==> src/rtl/mm_pkg.sv <==
// Shared constants and saturation helpers for the matrix-multiplier datapath.
package mm_pkg;

    localparam int MM_IDX_W = 2;
    localparam int MM_MAX_N = 4;

    localparam logic MM_SEL_A = 1'b0;
    localparam logic MM_SEL_B = 1'b1;

    function automatic logic signed [63:0] mm_sat_max(input int acc_w);
        return (64'sd1 <<< (acc_w - 1)) - 64'sd1;
    endfunction

    function automatic logic signed [63:0] mm_sat_min(input int acc_w);
        return -(64'sd1 <<< (acc_w - 1));
    endfunction

endpackage

==> src/rtl/mm_index_counter.sv <==
// Modulo-N index counter with a sticky wrap flag; rst and clr both clear value and flag.
module mm_index_counter
    import mm_pkg::*;
#(
    parameter int N = 3
) (
    input  logic                clk,
    input  logic                rst,
    input  logic                clr,
    input  logic                en,
    output logic [MM_IDX_W-1:0] value,
    output logic                finish
);

    localparam logic [MM_IDX_W-1:0] LAST = MM_IDX_W'(N - 1);

    logic [MM_IDX_W-1:0] value_r;
    logic                finish_r;

    // Count, wrap at N-1 and latch the wrap until cleared.
    always_ff @(posedge clk) begin
        if (rst || clr) begin
            value_r  <= {MM_IDX_W{1'b0}};
            finish_r <= 1'b0;
        end else if (en) begin
            if (value_r == LAST) begin
                value_r  <= {MM_IDX_W{1'b0}};
                finish_r <= 1'b1;
            end else begin
                value_r  <= value_r + {{(MM_IDX_W-1){1'b0}}, 1'b1};
            end
        end
    end

    assign value  = value_r;
    assign finish = finish_r;

endmodule

==> src/rtl/matrix_multiplier_datapath.sv <==
// Datapath for R = A x B: operand/result storage, MAC register D and k/row/col counters.
// Define MM_ACC_SATURATE_EN to clamp the accumulator instead of wrapping.
module matrix_multiplier_datapath
    import mm_pkg::*;
#(
    parameter int N      = 3,
    parameter int DATA_W = 8,
    parameter int ACC_W  = 18
) (
    input  logic                clk,
    input  logic                rst,
    input  logic                k_rst,
    input  logic                row_rst,
    input  logic                col_rst,
    input  logic                enable_count_K,
    input  logic                enable_count_ROW,
    input  logic                enable_count_COL,
    input  logic                ld_D,
    input  logic [MM_IDX_W-1:0] A_row,
    input  logic [MM_IDX_W-1:0] A_col,
    input  logic [MM_IDX_W-1:0] B_row,
    input  logic [MM_IDX_W-1:0] B_col,
    input  logic [MM_IDX_W-1:0] R_row,
    input  logic [MM_IDX_W-1:0] R_col,
    output logic [MM_IDX_W-1:0] k,
    output logic [MM_IDX_W-1:0] row,
    output logic [MM_IDX_W-1:0] col,
    output logic                finish_K,
    output logic                finish_ROW,
    output logic                finish_COL,
    input  logic                wr_en,
    input  logic                wr_sel,
    input  logic [MM_IDX_W-1:0] wr_row,
    input  logic [MM_IDX_W-1:0] wr_col,
    input  logic [DATA_W-1:0]   wr_data,
    input  logic [MM_IDX_W-1:0] rd_row,
    input  logic [MM_IDX_W-1:0] rd_col,
    output logic [ACC_W-1:0]    rd_data
);

    localparam int                PROD_W = 2 * DATA_W;
    localparam logic [MM_IDX_W:0] N_LIM  = (MM_IDX_W + 1)'(N);

    function automatic logic in_range(input logic [MM_IDX_W-1:0] r, input logic [MM_IDX_W-1:0] c);
        return ({1'b0, r} < N_LIM) && ({1'b0, c} < N_LIM);
    endfunction

    logic signed [DATA_W-1:0] a_mem_r [MM_MAX_N][MM_MAX_N];
    logic signed [DATA_W-1:0] b_mem_r [MM_MAX_N][MM_MAX_N];
    logic signed [ACC_W-1:0]  r_mem_r [MM_MAX_N][MM_MAX_N];
    logic signed [ACC_W-1:0]  d_r;

    logic signed [DATA_W-1:0] a_op_s;
    logic signed [DATA_W-1:0] b_op_s;
    logic signed [PROD_W-1:0] prod_s;
    logic signed [ACC_W-1:0]  acc_next_s;
`ifdef MM_ACC_SATURATE_EN
    logic signed [ACC_W:0]    sum_s;
`endif

    mm_index_counter #(.N(N)) u_k_cnt (
        .clk(clk), .rst(rst), .clr(k_rst), .en(enable_count_K), .value(k), .finish(finish_K)
    );
    mm_index_counter #(.N(N)) u_row_cnt (
        .clk(clk), .rst(rst), .clr(row_rst), .en(enable_count_ROW), .value(row), .finish(finish_ROW)
    );
    mm_index_counter #(.N(N)) u_col_cnt (
        .clk(clk), .rst(rst), .clr(col_rst), .en(enable_count_COL), .value(col), .finish(finish_COL)
    );

    // Operand fetch, product and next accumulator value.
    always_comb begin
        a_op_s     = {DATA_W{1'b0}};
        b_op_s     = {DATA_W{1'b0}};
        acc_next_s = {ACC_W{1'b0}};
        if (in_range(A_row, A_col)) begin
            a_op_s = a_mem_r[A_row][A_col];
        end else begin
            a_op_s = {DATA_W{1'b0}};
        end
        if (in_range(B_row, B_col)) begin
            b_op_s = b_mem_r[B_row][B_col];
        end else begin
            b_op_s = {DATA_W{1'b0}};
        end
        prod_s = PROD_W'(a_op_s) * PROD_W'(b_op_s);
`ifdef MM_ACC_SATURATE_EN
        sum_s = (ACC_W + 1)'(d_r) + (ACC_W + 1)'(ACC_W'(prod_s));
        // Differing top two bits of the widened sum means the ACC_W result overflowed.
        if (sum_s[ACC_W] != sum_s[ACC_W-1]) begin
            acc_next_s = sum_s[ACC_W] ? ACC_W'(mm_sat_min(ACC_W)) : ACC_W'(mm_sat_max(ACC_W));
        end else begin
            acc_next_s = sum_s[ACC_W-1:0];
        end
`else
        acc_next_s = d_r + ACC_W'(prod_s);
`endif
    end

    // Host writes into A/B; datapath reads in the same cycle see the old contents.
    always_ff @(posedge clk) begin
        if (rst) begin
            for (int i = 0; i < MM_MAX_N; i++) begin
                for (int j = 0; j < MM_MAX_N; j++) begin
                    a_mem_r[i][j] <= {DATA_W{1'b0}};
                    b_mem_r[i][j] <= {DATA_W{1'b0}};
                end
            end
        end else if (wr_en && in_range(wr_row, wr_col)) begin
            if (wr_sel == MM_SEL_A) begin
                a_mem_r[wr_row][wr_col] <= wr_data;
            end else if (wr_sel == MM_SEL_B) begin
                b_mem_r[wr_row][wr_col] <= wr_data;
            end
        end
    end

    // Multiply-accumulate register; k_rst outranks ld_D.
    always_ff @(posedge clk) begin
        if (rst || k_rst) begin
            d_r <= {ACC_W{1'b0}};
        end else if (ld_D) begin
            d_r <= acc_next_s;
        end
    end

    // Result capture of D on each column step.
    always_ff @(posedge clk) begin
        if (rst) begin
            for (int i = 0; i < MM_MAX_N; i++) begin
                for (int j = 0; j < MM_MAX_N; j++) begin
                    r_mem_r[i][j] <= {ACC_W{1'b0}};
                end
            end
        end else if (enable_count_COL && in_range(R_row, R_col)) begin
            r_mem_r[R_row][R_col] <= d_r;
        end
    end

    // Combinational result read port.
    always_comb begin
        rd_data = {ACC_W{1'b0}};
        if (in_range(rd_row, rd_col)) begin
            rd_data = r_mem_r[rd_row][rd_col];
        end else begin
            rd_data = {ACC_W{1'b0}};
        end
    end

endmodule

==> config.mk <==
export PLATFORM = sky130hd
export DESIGN_NAME = matrix_multiplier_datapath
export DESIGN_NICKNAME = d
export VERILOG_FILES = /design/src/rtl/mm_pkg.sv /design/src/rtl/mm_index_counter.sv /design/src/rtl/matrix_multiplier_datapath.sv
export SDC_FILE = /design/constraint.sdc
export NUM_CORES = 1
export LEC_CHECK = 0
export CAP_MARGIN = 15
export CORE_UTILIZATION = 40
export DETAILED_ROUTE_END_ITERATION = 7
export PLACE_DENSITY_LB_ADDON = 0.12
export SETUP_SLACK_MARGIN = 0.5
export SYNTH_ARGS = -nofsm -noshare
export SYNTH_HDL_FRONTEND = slang
export SYNTH_SLANG_ARGS = --single-unit
==> constraint.sdc <==
create_clock -name clk -period 20.2 [get_ports clk]
set_clock_uncertainty 0.2 [all_clocks]
set_input_delay 4.04 -clock clk [delete_from_list [all_inputs] [get_ports clk]]
set_output_delay 4.04 -clock clk [all_outputs]
set_load 0.05 [all_outputs]
==> results of run 1 <==
[cell type report]
class | instances | share of cell area
clock buffer | 46 | 0.0490
clock inverter | 21 | 0.0107
multi-input combinational | 1056 | 0.375
timing repair buffer | 85 | 0.0385
tap | 592 | 0.0358
sequential | 333 | 0.471
inverter | 110 | 0.0200
[Yosys cell counts, types with 3 or more instances]
library cell,number,area share
inv_1,104,0.021
o2111ai_1,9,0.0043
clkinv_1,6,0.0012
a21o_1,3,0.0012
or2_2,32,0.011
nand2_1,47,0.0096
o21ai_0,69,0.019
a211oi_1,5,0.0021
buf_4,4,0.0016
nand3b_1,3,0.0012
o221a_2,3,0.0018
o22ai_1,94,0.032
o221ai_1,7,0.0034
ha_1,41,0.028
nor4_1,15,0.0051
nand3_1,6,0.0016
a21oi_1,39,0.011
nand2b_1,11,0.0038
and3_1,4,0.0014
o21bai_1,9,0.0037
a221oi_1,12,0.0057
xor2_1,4,0.0019
buf_2,16,0.0044
clkbuf_1,69,0.014
and2_1,294,0.10
buf_1,5,0.0010
nor2_1,117,0.024
fa_1,81,0.089
dfxtp_1,27,0.030
a311oi_1,3,0.0014
a21boi_1,3,0.0012
a22o_1,14,0.0067
mux2i_1,11,0.0060
or3_1,13,0.0044
edfxtp_1,306,0.50
o2bb2ai_1,15,0.0072
o211ai_1,4,0.0016
nor3_1,39,0.011
a222oi_1,4,0.0022
a31oi_1,6,0.0021
xnor2_1,12,0.0057
nor2b_1,3,0.0010
[critical path, stage by stage]
cell and delay [ns]:
clkdlybuf4s50_1 0.83, inv_1 0.12, nand2_1 0.75, nor2_1 0.09
nor2_1 0.14, o22ai_1 0.09, a221oi_1 0.41, clkdlybuf4s50_1 0.89
[kinds of logic (layout without fill, tap and decap cells)]
kind of cell	after synthesis	count (layout)	synth area share
AOI/OAI and AO/OA	316	316	0.115
xor gates and xnor gates	16	16	0.00766
adders and majority gates	122	122	0.117
buffers and inverters	205	262	0.0444
DFF	333	333	0.532
muxes	11	11	0.00602
and+or+nand+nor	591	591	0.178
[registers in the layout, summed over array words and instances, names as in the netlist]
signal and flops:
r_mem_r 162, u_k_cnt.value 2, b_mem_r 72, u_col_cnt.finish 1, u_row_cnt.finish 1, u_col_cnt.value 2, u_k_cnt.finish 1, u_row_cnt.value 2
d_r 18, a_mem_r 72
[worst max path at each step]
| stage | endpoint | depth (start not counted) |
|---|---|---|
| after floorplan | rd_data[10] | 6 |
| after global placement | rd_data[9] | 8 |
| after detailed placement | rd_data[7] | 8 |
| after CTS | rd_data[7] | 8 |
| after global routing | rd_data[7] | 8 |
| final | rd_data[7] | 8 |
[per-layer routing]
| metal | routed length, um | share of wire | vias to the layer above |
|---|---|---|---|
| met5 | 0 | 0 | - |
| met4 | 1040 | 0.022 | 0 |
| met3 | 2010 | 0.042 | 67 |
| met2 | 22400 | 0.47 | 294 |
| met1 | 21800 | 0.46 | 6068 |
| li1 | - | - | 5737 |
[report_power, final]
part           switching [mW]  total, mW  leakage (nW)  internal (mW)
combinational           0.324      0.544          4.00          0.220
sequential             0.0427      0.832          3.26          0.789
clock                   0.282      0.692         0.611          0.410
[metrics by stage]
| stage | cells | area [um2] | hold slack, ns |
|---|---|---|---|
| after CTS | 2243 | 20700 | 0.270 |
| after global routing | 2243 | 20700 | 0.320 |
| after floorplan | 1594 | 18300 | 0.282 |
| final | 2243 | 20700 | 0.266 |
| after detailed placement | 2176 | 19400 | 0.255 |
| after global placement | 2176 | 19400 | 0.248 |
==> key figures, run 1 <==
Worst setup path
  – Crit. End Element: primary output
  – CP arrival: 7.38 ns
  – Crit path launch: rd_row[0]
  – WP data required: 15.96 ns
  – R2R Path End: d_r[15]
  – Setup slack, reg-to-reg: 13.70 ns
  – Worst-path maximum fanout: 24
  – Startpoint types: primary input
  – Kind of critical path: in -> out
  – Reg2Reg Depth: 17
  – Worst r2r src: b_mem_r[2][17]

Clock tree
  – PostCTS Resize Cnt: 0
  – CTS H-tree lvls: 2
  – TritonCTS clock tree: built
  – Clock Sinks: 333
  – Clock tree buffer depth: 3
  – Clock transition at path regs: 0.05 ns
  – # hold bufs at CTS: 0
  – Inserted Clock Buffers: 38
  – Post-CTS setup repair buffer count: 0
  – Clock root buffer: clkbuf_16
  – Clock Latency Late Sink: 0.56 ns

Global route
  – GR Util met3: 0.0314
  – Initial antenna violation count: 0
  – GRT overflow: 0
  – GRT Util Overall: 0.208
  – Vias in the first global route: 12200
  – Gr busiest metal: met2
  – First-pass GRT wire length: 73500 um
  – Largest net degree at the start of global routing: 43
  – Grt met1 use: 0.288
  – Grt met2 use: 0.336

Finish
  – Final core utilization: 0.462
  – Area Growth Syn to Fin: 13.0%
  – Most common cell after layout, fill and taps aside: edfxtp_1
  – Sequential cell area: 0.00973 mm2
  – Number of antenna diodes: 0
  – Most frequent cells in the layout: edfxtp_1, and2_1, nor2_1, inv_1, o22ai_1
  – Final-stage net count: 1785
  – Number of filler cells placed in the layout: 4148
  – Area of the multi-input gates: 0.00775 mm2
  – Layout cells sized above 1: 0.0733

Floorplanning
  – Die Wd: roughly 220 um
  – Die H: ~220 um
  – FP Rows: a little under 80
  – Die area: between 0.04 and 0.05 mm2
  – Core ar.: 0.0447 mm2
  – IO Count: 66
  – Starting Density: 0.409

Logic synthesis
  – Post-synth ARST share: 0
  – Primary FF master, synth: edfxtp_1
  – Ys Warns: 0
  – Synth Cell Area: 0.0183 mm2
  – Post-synth EDFFs: approximately 310
  – Yosys cell types: 64
  – Flops & latches, synth: roughly 330
  – Synthesized Nets: 1755
  – Seq/Total Area, Yosys: 0.532
  – Syn avg cell area: 11.5 um2
  – Cells after synthesis: 1594

STA
  – Setup WS post-layout: 8.58 ns
  – Fin Setup TNS: 0 ns
  – Max Clk Rate: 86.1 MHz
  – Slew Limit Fails: 0
  – Finish-stage setup viols: 0
  – Rel. slew slack: 0.230
  – Fin. Hold Viols: 0
  – Crit share post-route: 0.575
  – Tmin final: 11.62 ns
  – Worst Tran Pin Value: between 1 and 1.5 ns
  – RSZ-0062 raised after global routing: no

Placement
  – Gpl congestion: 0.813
  – DP Worst Slack: 8.52 ns
  – Post-DP HPWL: 31800 um
  – PortBufs: 65

Power
  – VDD IR-drop max: 95.6 uV
  – Pleak: 7.88 nW
  – Power Density: about 100 mW/mm2
  – Final Power: ~2.1 mW

Drt
  – Vias/cell: ~5.4
  – First-iteration detailed-routing DRC count: 893
  – Detailed Routing Iterations Pass 1: 5
  – Total Routed Length: approximately 47000 um
  – Via count: 12200
  – Post-route ant nets: 0
  – Wire per inst: around 21 um
  – DR DRC count: 0

Status
  – Run status: complete, no violations

Run
  – Max cap viols: 0

Worst hold path
  – Worst hold path endpoint: u_k_cnt.finish
  – Startpoint of the worst hold path: u_k_cnt.finish
  – Hold Crit Class: reg -> reg
  – Hold Crit Depth: 2
Power figures use the tool's default switching activity.
==> inputs of run 2 (changes only) <==
- clock period: 20.2 -> 10.3 ns (I/O delays scaled with it)
==> run 2 against run 1 <==
Effect of this change:
- count of clock-buffer cells in the layout rose by 8
- critical path depth grew 11
- wire length rose by 0.15%
- register-to-register slack worse by 9.8 ns
- power rose by 98%
- global-route usage is 0.22 points lower
- largest power group unchanged
==> key figures, run 2 (synthesized netlist as in run 1, its figures left out) <==
Worst setup path
  – Crit. End Element: register
  – Worst-path maximum fanout: 20 (-17%)
  – Crit path cell chain: clkdlybuf4s50_1, inv_1, o221ai_1, a311oi_1, a21boi_1, nand2_1, inv_1, fa_1, fa_1, fa_1, fa_1, ha_1, ha_1, a21o_1, or3_1, o221ai_2, a21boi_1, or3_1, a41o_1
  – Worst r2r src: b_mem_r[2][17]
  – Reg2Reg Depth: 17 (unchanged)
  – Slowest CP cell: clkdlybuf4s50_1
  – R2R Path End: d_r[15]
  – Startpoint types: primary input
  – Setup slack, reg-to-reg: 3.95 ns (-9.75 ns)
  – Crit path top cell by count: fa_1
  – CP max stage delay: 0.70 ns (-0.19 ns)
  – WP data required: 10.53 ns (-5.43 ns)
  – CP Capture Point: d_r[15]
  – CP arrival: 9.20 ns (+1.82 ns)
  – Crit path launch: A_col[0]
  – Kind of critical path: in -> reg

Clock tree
  – Clock tree buffer depth: 3 (unchanged)
  – Clock Sinks: 333 (unchanged)
  – Clock Latency Late Sink: 0.54 ns (-0.02 ns)
  – Post-CTS setup repair buffer count: 0 (unchanged)
  – TritonCTS clock tree: built
  – Inserted Clock Buffers: 38 (unchanged)
  – Clock transition at path regs: 0.06 ns (about the same)
  – PostCTS Resize Cnt: 0 (unchanged)
  – Clock root buffer: clkbuf_16
  – # hold bufs at CTS: 0 (unchanged)
  – CTS H-tree lvls: 2 (unchanged)

Finish
  – Most frequent cells in the layout: edfxtp_1, and2_1, nor2_1, inv_1, o22ai_1
  – Area Growth Syn to Fin: 13.4%
  – Number of antenna diodes: 0 (unchanged)
  – Layout cells sized above 1: 0.0737 (+0.000383)
  – Largest register FFs: 162 (unchanged)
  – Biggest regs: r_mem_r (162), a_mem_r (72), b_mem_r (72)
  – Design area: 0.0207 mm2 (+0.39%)
  – Final core utilization: 0.464 (+0.00179)
  – Most common cell after layout, fill and taps aside: edfxtp_1
  – Final-stage net count: 1789 (+0.22%)
  – Most flops, register: r_mem_r

Global route
  – First-pass GRT wire length: 73500 um (about the same)
  – GRT Util Overall: 0.205 (-0.00224)
  – GRT overflow: 0 (unchanged)
  – Initial antenna violation count: 1 (+1)
  – Largest net degree at the start of global routing: 43 (unchanged)
  – Vias in the first global route: 12300 (+0.16%)

Drt
  – Total Routed Length: 47400 um (+0.15%)
  – First-iteration detailed-routing DRC count: 852 (-4.6%)
  – Detailed Routing Iterations Pass 1: 7 (+2)
  – Wire per inst: 21.1 um (about the same)
  – Via count: 12200 (+0.15%)
  – Post-route ant nets: 0 (unchanged)
  – DR DRC count: 0 (unchanged)
  – Vias/cell: 5.42 (about the same)

STA
  – Rel. slew slack: 0.320 (+0.0897)
  – Tmin final: 8.97 ns
  – Crit share post-route: 0.871
  – Max Clk Rate: 111 MHz
  – Fin. Hold Viols: 0 (unchanged)
  – Finish-stage setup viols: 0 (unchanged)
  – Worst Tran Pin Value: 1.02 ns (-0.138 ns)
  – RSZ-0062 raised after global routing: no
  – Fin Setup TNS: 0 ns (unchanged)
  – Slew Limit Fails: 0 (unchanged)

Power
  – Int Pwr: 2.83 mW (+99%)
  – VDD IR-drop max: 118 uV (+23%)
  – Sequential Power Share: 0.400 (-0.002)
  – Logic pwr share: 0.259 (-0.004)
  – Pleak: 7.90 nW (+0.34%)
  – Sw Ratio: 0.307 (-0.00634)
  – Power Density: 197 mW/mm2 (+97%)
  – Sw Pwr: 1.26 mW (+94%)
  – Clock power share: 0.340 (+0.005)

Placement
  – Placed cell areas: 0.0195 mm2 (+0.15%)
  – PortBufs: 65 (unchanged)
  – Gpl congestion: 0.810 (-0.34%)
  – Post-DP HPWL: 31600 um (-0.52%)

Run
  – Max cap viols: 0 (unchanged)

Floorplanning
  – Core ar.: 0.0447 mm2 (unchanged)
  – FP Rows: 77 (unchanged)
  – IO Count: 66 (unchanged)
  – Starting Density: 0.409 (unchanged)
  – Die H: 216 um (unchanged)
  – Die area: 0.0466 mm2 (unchanged)
  – Die Wd: 216 um (unchanged)

Status
  – Run status: complete, no violations

Worst hold path
  – Hold Crit Class: reg -> reg
-- run 2: per-layer routing --
metal,GRT usage,vias up,share of wire
met1,0.284,6004,0.46
met2,0.337,371,0.47
li1,-,5742,-
met5,0,-,0
met3,0.0276,67,0.051
met4,0.0603,0,0.022
-- run 2: worst min path at each step --
| stage | depth (start not counted) | end | from | slack [ns] |
|---|---|---|---|---|
| 3_3_place_gp | 2 | u_k_cnt.finish | u_k_cnt.finish | 0.25 |
| 2_1_floorplan | 2 | d_r[6] | d_r[6] | 0.28 |
| 6_report | 2 | u_k_cnt.finish | u_k_cnt.finish | 0.27 |
| 3_5_place_dp | 2 | u_k_cnt.finish | u_k_cnt.finish | 0.26 |
| 4_1_cts | 2 | u_k_cnt.finish | u_k_cnt.finish | 0.27 |
| 5_1_grt | 2 | u_k_cnt.finish | u_k_cnt.finish | 0.31 |
-- run 2: stage by stage --
stage / cells / hold slack [ns] / setup slack [ns] / total power [mW]
global route: 2248 / 0.309 / 0.904 / 4.32
floorplan: 1594 / 0.282 / 2.44 / 2.42
detailed placement: 2180 / 0.261 / 0.784 / 2.73
CTS: 2248 / 0.274 / 1.33 / 4.13
finish: 2248 / 0.266 / 1.33 / 4.09
global placement: 2180 / 0.250 / 0.928 / 2.72
-- run 2: layout make-up --
class	count	area [um2]
Fill cell	4089	24000
Sequential cell	333	9730
Multi-Input combinational cell	1056	7750
Clock buffer	54	1110
Timing Repair Buffer	89	826
Tap cell	592	741
Inverter	110	413
Clock inverter	14	169
-- run 2: worst max-delay path: cells and delay by family --
family                     cells  cell delay, ns
AOI/OAI and AO/OA              7            1.78
and+or+nand+nor                3            0.85
buffers and inverters          3            1.81
adders and majority gates      6            2.67
-- run 2: power by group through the flow --
stage                     registers, mW  logic [mW]  clock network, mW
final                              1.64        1.06               1.39
after global routing               1.65        1.21               1.47
after CTS                          1.64        1.07               1.42
after detailed placement           1.67        1.06                  0
after global placement             1.67        1.06                  0
after floorplan                    1.62       0.803                  0
